===== src/rtl/dmem_responder.sv =====
// rtl/dmem_responder.sv - word-addressed data RAM behind a req/ack handshake with programmable wait states
module dmem_responder #(
    parameter int DEPTH       = 64,
    parameter int WAIT_STATES = 2,
    parameter int ADDR_W      = 32
) (
    input  logic              clk,
    input  logic              reset,
    input  logic              req,
    input  logic              we,
    input  logic [ADDR_W-1:0] addr,
    input  logic [31:0]       wdata,
    output logic [31:0]       rdata,
    output logic              ack,
    output logic              err,
    output logic              busy
);

    localparam int IDX_W = (DEPTH > 1) ? $clog2(DEPTH) : 1;
    localparam int CNT_W = (WAIT_STATES > 0) ? $clog2(WAIT_STATES + 1) : 1;
    localparam logic [CNT_W-1:0]  CNT_INIT = CNT_W'(WAIT_STATES);
    localparam logic [CNT_W-1:0]  CNT_ONE  = CNT_W'(1);
    // Any address bit above the word index makes the access out of range.
    localparam logic [ADDR_W-1:0] HI_MASK  = ~(ADDR_W'((64'(1) << (IDX_W + 2)) - 64'(1)));

    typedef enum logic [1:0] {
        S_IDLE,
        S_WAIT,
        S_RESP
    } state_t;

    state_t            state_q, state_d;
    logic [CNT_W-1:0]  cnt_q, cnt_d;
    logic              we_q, we_d;
    logic [ADDR_W-1:0] addr_q, addr_d;
    logic [31:0]       wdata_q, wdata_d;
    logic              ack_q, ack_d;
    logic              err_q, err_d;
    logic              busy_q, busy_d;
    logic [31:0]       rdata_q, rdata_d;

    logic [31:0]       mem_q [DEPTH];

    logic [ADDR_W-1:0] sel_addr;
    logic              sel_we;
    logic [IDX_W-1:0]  sel_idx;
    logic              sel_err;
    logic              enter_resp;
    logic              mem_we;
    logic [IDX_W-1:0]  wr_idx;

    // The response is computed on the edge that enters RESP; with zero wait
    // states that edge is the capture edge, so the live bus inputs are used.
    always_comb begin
        sel_addr = (state_q == S_IDLE) ? addr : addr_q;
        sel_we   = (state_q == S_IDLE) ? we : we_q;
        sel_idx  = sel_addr[IDX_W+1:2];
        sel_err  = (sel_addr[1:0] != 2'b00)
                || (int'(sel_idx) >= DEPTH)
                || ((sel_addr & HI_MASK) != '0);
    end

    always_comb begin
        state_d    = state_q;
        cnt_d      = cnt_q;
        we_d       = we_q;
        addr_d     = addr_q;
        wdata_d    = wdata_q;
        ack_d      = 1'b0;
        err_d      = 1'b0;
        rdata_d    = 32'h0;
        enter_resp = 1'b0;

        case (state_q)
            S_IDLE: begin
                if (req) begin
                    we_d    = we;
                    addr_d  = addr;
                    wdata_d = wdata;
                    cnt_d   = CNT_INIT;
                    if (WAIT_STATES > 0) begin
                        state_d = S_WAIT;
                    end else begin
                        state_d    = S_RESP;
                        enter_resp = 1'b1;
                    end
                end
            end
            S_WAIT: begin
                if (cnt_q <= CNT_ONE) begin
                    state_d    = S_RESP;
                    enter_resp = 1'b1;
                end else begin
                    cnt_d = cnt_q - CNT_ONE;
                end
            end
            S_RESP: begin
                state_d = S_IDLE;
            end
            default: begin
                state_d = S_IDLE;
            end
        endcase

        if (enter_resp) begin
            ack_d   = 1'b1;
            err_d   = sel_err;
            rdata_d = (sel_err || sel_we) ? 32'h0 : mem_q[sel_idx];
        end

        busy_d = (state_d != S_IDLE);
    end

    // Commit happens at the end of the RESP cycle; a reset on that edge aborts it.
    always_comb begin
        wr_idx = addr_q[IDX_W+1:2];
        mem_we = (state_q == S_RESP) && we_q && !err_q && !reset;
    end

    always_ff @(posedge clk) begin
        if (reset) begin
            state_q <= S_IDLE;
            cnt_q   <= '0;
            we_q    <= 1'b0;
            addr_q  <= '0;
            wdata_q <= 32'h0;
            ack_q   <= 1'b0;
            err_q   <= 1'b0;
            busy_q  <= 1'b0;
            rdata_q <= 32'h0;
        end else begin
            state_q <= state_d;
            cnt_q   <= cnt_d;
            we_q    <= we_d;
            addr_q  <= addr_d;
            wdata_q <= wdata_d;
            ack_q   <= ack_d;
            err_q   <= err_d;
            busy_q  <= busy_d;
            rdata_q <= rdata_d;
        end
    end

    always_ff @(posedge clk) begin
        if (mem_we) begin
            mem_q[wr_idx] <= wdata_q;
        end
    end

    assign rdata = rdata_q;
    assign ack   = ack_q;
    assign err   = err_q;
    assign busy  = busy_q;

endmodule

===== config.mk =====
export PLATFORM = sky130hd
export DESIGN_NAME = dmem_responder
export DESIGN_NICKNAME = d
export VERILOG_FILES = /design/src/rtl/dmem_responder.sv
export SDC_FILE = /design/constraint.sdc
export NUM_CORES = 2
export LEC_CHECK = 0
export CAP_MARGIN = 30
export CELL_PAD_IN_SITES_DETAIL_PLACEMENT = 0
export CELL_PAD_IN_SITES_GLOBAL_PLACEMENT = 1
export CORE_MARGIN = 3
export CORE_UTILIZATION = 57
export DETAILED_ROUTE_END_ITERATION = 16
export HOLD_SLACK_MARGIN = 0.12
export PLACE_DENSITY_LB_ADDON = 0.15
export SKIP_LAST_GASP = 1
export SLEW_MARGIN = 15
export SYNTH_ARGS = -nofsm -noshare
export SYNTH_HDL_FRONTEND = slang
export SYNTH_SLANG_ARGS = --single-unit

===== constraint.sdc =====
create_clock -name clk -period 5.8 [get_ports clk]
set_clock_uncertainty 0.15 [all_clocks]
set_input_delay 0.58 -clock clk [delete_from_list [all_inputs] [get_ports clk]]
set_output_delay 0.58 -clock clk [all_outputs]
set_load 0.01 [all_outputs]

==> metrics list <==
* Max-slew violation count: 0
* Starting Density: 0.5783
* Highest net fanout along the worst path: 50
* Dominant synthesized flop cell: sky130_fd_sc_hd__edfxtp_1
- Total Routing Usage GR: 0.3306
- The worst setup path is captured at a register.
* EDFF count, synth: 2,048
- Largest buffer count on any clock path: 3
- Number of distinct standard cells referenced by the synthesized netlist: 62
- Post-synthesis async set-or-reset flop share: 0
* Critical Path AT: 5500 ps
- After clock tree synthesis, the repair step resized 0 gates.
- I/O Buffers: 102
* Static leakage power: 32.53 nW
- Setup repair after global routing left no endpoint under its margin.
* Cell chosen for the clock root: sky130_fd_sc_hd__clkbuf_16
* Max cap viols: 0
* Deepest level of the CTS H-tree: 4
- Number of warnings printed during yosys synthesis: 0
- Row count: 139
- Residual antenna-violating net count after detailed routing: 0
- Nature of the critical path startpoint: register
- Routed via count: 51,470
* Fraction of layout instances using a drive strength above 1: 0.1286
* Number of global-route vias before repair: 48,820
* Chip Height: 388.9 um
- End of the worst register-to-register path: rdata[3]$_SDFF_PP0_
- For the worst setup path, the data required time is 6400 ps.
- The first detailed-routing pass took 7 iterations.
- For this run, design rule violations remaining after detail routing come to 0.
* Average vias per placed instance: 6.647
- For this run the aggregate overflow at the end of global routing stands at 0.
- The largest single stage delay on the critical path is 1040 ps.
* Clock latency at the later pin of the worst-skew pair: 850 ps
- Synthesis inferred 2,152 register bits.
* Post-Syn Nets: 5,515
- Total Negative Setup Slacks: 0 ps
- Source of the critical timing path: state_q[1]$_SDFF_PP0_
- Placeable core area: 144,500 um2
* Max-slew headroom at the worst pin: 0.1952
- Final cell area excluding filler cells: 95,220 um2
* I/O pin count: 103
* Post-Place Cell Area: 88,160 um2
* Post-layout instance count excluding filler cells: 7,744
- TritonCTS built the clock tree.
* Power per cell area: 357.0 nW/um2
- Summed over all layers, the routed wires come to 251.7 mm.
- After synthesis, the mean cell area works out to 15.35 um2.
- Traced cell by cell, the critical path runs through buf_4 -> nor3b_4 -> or2_4 -> buf_12 -> nor2_2 -> buf_4 -> a222oi_1 -> a21oi_1 -> o32a_1 -> o31ai_1.
* Cts bufs inserted: 209
* Min Clock Period, post-route: 4902 ps
* Post-synthesis cell count: 5,446
- sky130_fd_sc_hd__edfxtp_1 takes more of the synthesized area than any other cell.
- The critical path ends at rdata[3]$_SDFF_PP0_.
* Antenna violations before repair: 12
- Slowest stage cell, crit path: sky130_fd_sc_hd__a222oi_1
* Fraction of synthesized cell area taken by the top area cell type: 0.7358
- Share of the core filled with cells: 0.6588
- In the final design database the tool counted 5,728 nets.
* Pin count of the biggest net entering global routing: 135
* Worst reg2reg path startpoint: state_q[1]$_SDFF_PP0_
- Number of cell instances on the worst register-to-register path: 10
- Post-route fraction of the period consumed by the critical path: 0.8451
* Final setup viols: 0
* Cell total after placement: 7,320
* Min-delay worst type: in2reg
- Wire length per cell after detailed routing: 32.50 um
- CTS saw 2,152 sinks.
* Number of violations reported at the end of detailed-routing iteration 0: 7,554
- Ranked by total cell area, the synthesized netlist is headed by sky130_fd_sc_hd__edfxtp_1, sky130_fd_sc_hd__nand2_1, sky130_fd_sc_hd__mux2i_1, sky130_fd_sc_hd__dfxtp_1, sky130_fd_sc_hd__a32oi_1.
* Number of endpoints with negative hold slack in the final report: 0
- Final Wtd Congestion: 0.8836
* Run status: finished, final reports clean
* Worst-margin pin slew: 1207 ps
* Hpwl dp: 149.0 mm
- Type of the setup path with the least slack: reg2reg
- After clock tree synthesis, the clock-pin slew on the worst setup and hold paths is 60 ps.
- Fmax achieved: 0.2040 GHz
- Total power: 33.99 mW
- Worst path setup slack after routing: 898.2 ps
- The die covers 151,300 um2.
* Cell mode on critical path: sky130_fd_sc_hd__buf_4
* Worst VDD drop: 0.3026 mV
- Worst hold margin: 152.5 ps
- Horizontal die dimension: 388.9 um
* Post-Synthesis Cell Area: 83,580 um2
- R2R setup slack: 900 ps
* Wire length of the first global-routing pass: 357.6 mm
* Part of the Yosys area used for sequential elements: 0.7607
* Layout overhead on the synthesized area: 13.92%
- Dpl ws: 526.5 ps
==> layout by cell type (no fill, tap or decap), types with 84 or more instances in the layout <==
cell type                            n
sky130_fd_sc_hd__mux2i_1           327
sky130_fd_sc_hd__and3_1            126
sky130_fd_sc_hd__buf_4             206
sky130_fd_sc_hd__clkdlybuf4s50_1   101
sky130_fd_sc_hd__edfxtp_1         2048
sky130_fd_sc_hd__nand3_1           138
sky130_fd_sc_hd__a32oi_1           157
sky130_fd_sc_hd__nand2_1          1086
sky130_fd_sc_hd__a21oi_1           252
sky130_fd_sc_hd__a31oi_1            84
sky130_fd_sc_hd__clkbuf_16         213
==> synthesized netlist by cell type (18+ instances only) <==
library cell,n
sky130_fd_sc_hd__mux2i_1,329
sky130_fd_sc_hd__a32oi_1,157
sky130_fd_sc_hd__a221oi_1,60
sky130_fd_sc_hd__nand4_1,24
sky130_fd_sc_hd__buf_4,43
sky130_fd_sc_hd__a32o_1,65
sky130_fd_sc_hd__o32ai_1,34
sky130_fd_sc_hd__nor3_1,26
sky130_fd_sc_hd__a211oi_1,61
sky130_fd_sc_hd__nand3_1,139
sky130_fd_sc_hd__buf_1,18
sky130_fd_sc_hd__a21oi_1,252
sky130_fd_sc_hd__o31ai_1,34
sky130_fd_sc_hd__edfxtp_1,2048
sky130_fd_sc_hd__dfxtp_1,104
sky130_fd_sc_hd__nor2_1,83
sky130_fd_sc_hd__mux4_2,28
sky130_fd_sc_hd__and3_1,126
sky130_fd_sc_hd__o32a_1,20
sky130_fd_sc_hd__buf_2,135
sky130_fd_sc_hd__o211ai_1,19
sky130_fd_sc_hd__o21ai_1,20
sky130_fd_sc_hd__a31oi_1,84
sky130_fd_sc_hd__a222oi_1,26
sky130_fd_sc_hd__o22ai_1,36
sky130_fd_sc_hd__clkbuf_1,167
sky130_fd_sc_hd__nand2_1,1089
sky130_fd_sc_hd__mux2_2,37
==> critical path: cells and delay by family (launching register included) <==
kind                   cells  cell delay (ps)
AO/OA/AOI/OAI              4             1890
AND/OR/NAND/NOR            3             1450
buffers and inverters      3              840
flip-flops                 1              420
==> sequential cells by signal, indices dropped and copies added, names as in the netlist <==
signal and cells:
ack 1, addr_q 32, busy 1, cnt_q 2
err 1, mem_q 2048, rdata 32, state_q 2
wdata_q 32, we_q 1
==> kinds of logic (layout without fill, tap and decap cells) <==
family | after synthesis | in the layout | synth area share
simple gates | 1544 | 1544 | 0.07869
other cells | 0 | 1 | 0
flops | 2152 | 2152 | 0.7607
compound gates | 971 | 971 | 0.08568
fa+ha+maj | 1 | 1 | 0.0001497
mux | 394 | 394 | 0.05193
buf+inv | 384 | 778 | 0.02286
==> report_power, final <==
group | total, mW | switching (mW) | leakage [nW] | internal [mW]
clock network | 13.4 | 5.75 | 3.29 | 7.67
registers | 17.2 | 0.0676 | 20.3 | 17.1
logic | 3.40 | 2.43 | 8.91 | 0.969
total | 34.0 | 8.25 | 32.5 | 25.7
==> worst min path at each step <==
stage / slack (ps) / to / from / cells after the start
finish: 150 / wdata_q[27]$_SDFFE_PP0P_ / wdata[27] / 3
global route: 150 / wdata_q[8]$_SDFFE_PP0P_ / wdata[8] / 3
CTS: 120 / wdata_q[8]$_SDFFE_PP0P_ / wdata[8] / 3
detailed placement: 290 / wdata_q[29]$_SDFFE_PP0P_ / wdata_q[29]$_SDFFE_PP0P_ / 2
global placement: 290 / wdata_q[29]$_SDFFE_PP0P_ / wdata_q[29]$_SDFFE_PP0P_ / 2
floorplan: 290 / addr_q[14]$_SDFFE_PP0P_ / addr_q[14]$_SDFFE_PP0P_ / 2
==> routing by layer <==
layer  vias up  routed length, um  global-route usage
met5         -                241            0.008293
met4        16               7637              0.1016
met3       420              33570             0.09221
met2      3352             112100              0.4892
met1     25980              98120              0.4818
li1      21710                  -                   -
==> area by class of cell <==
class,count,area (um2)
fill,9985,49310
tap,1903,2381
antenna,1,2.502
sequential,2152,63620
inverter,3,11.26
multi-input combinational,2910,18710
clock buffer,289,5746
timing repair buffer,383,3736
clock inverter,103,1006
==> repair_timing <==
item	in CTS	in global routing
hold buffers	24	0
setup buffers	0	0
endpoints found under the hold margin	30	0
Power figures use the tool's default switching activity.
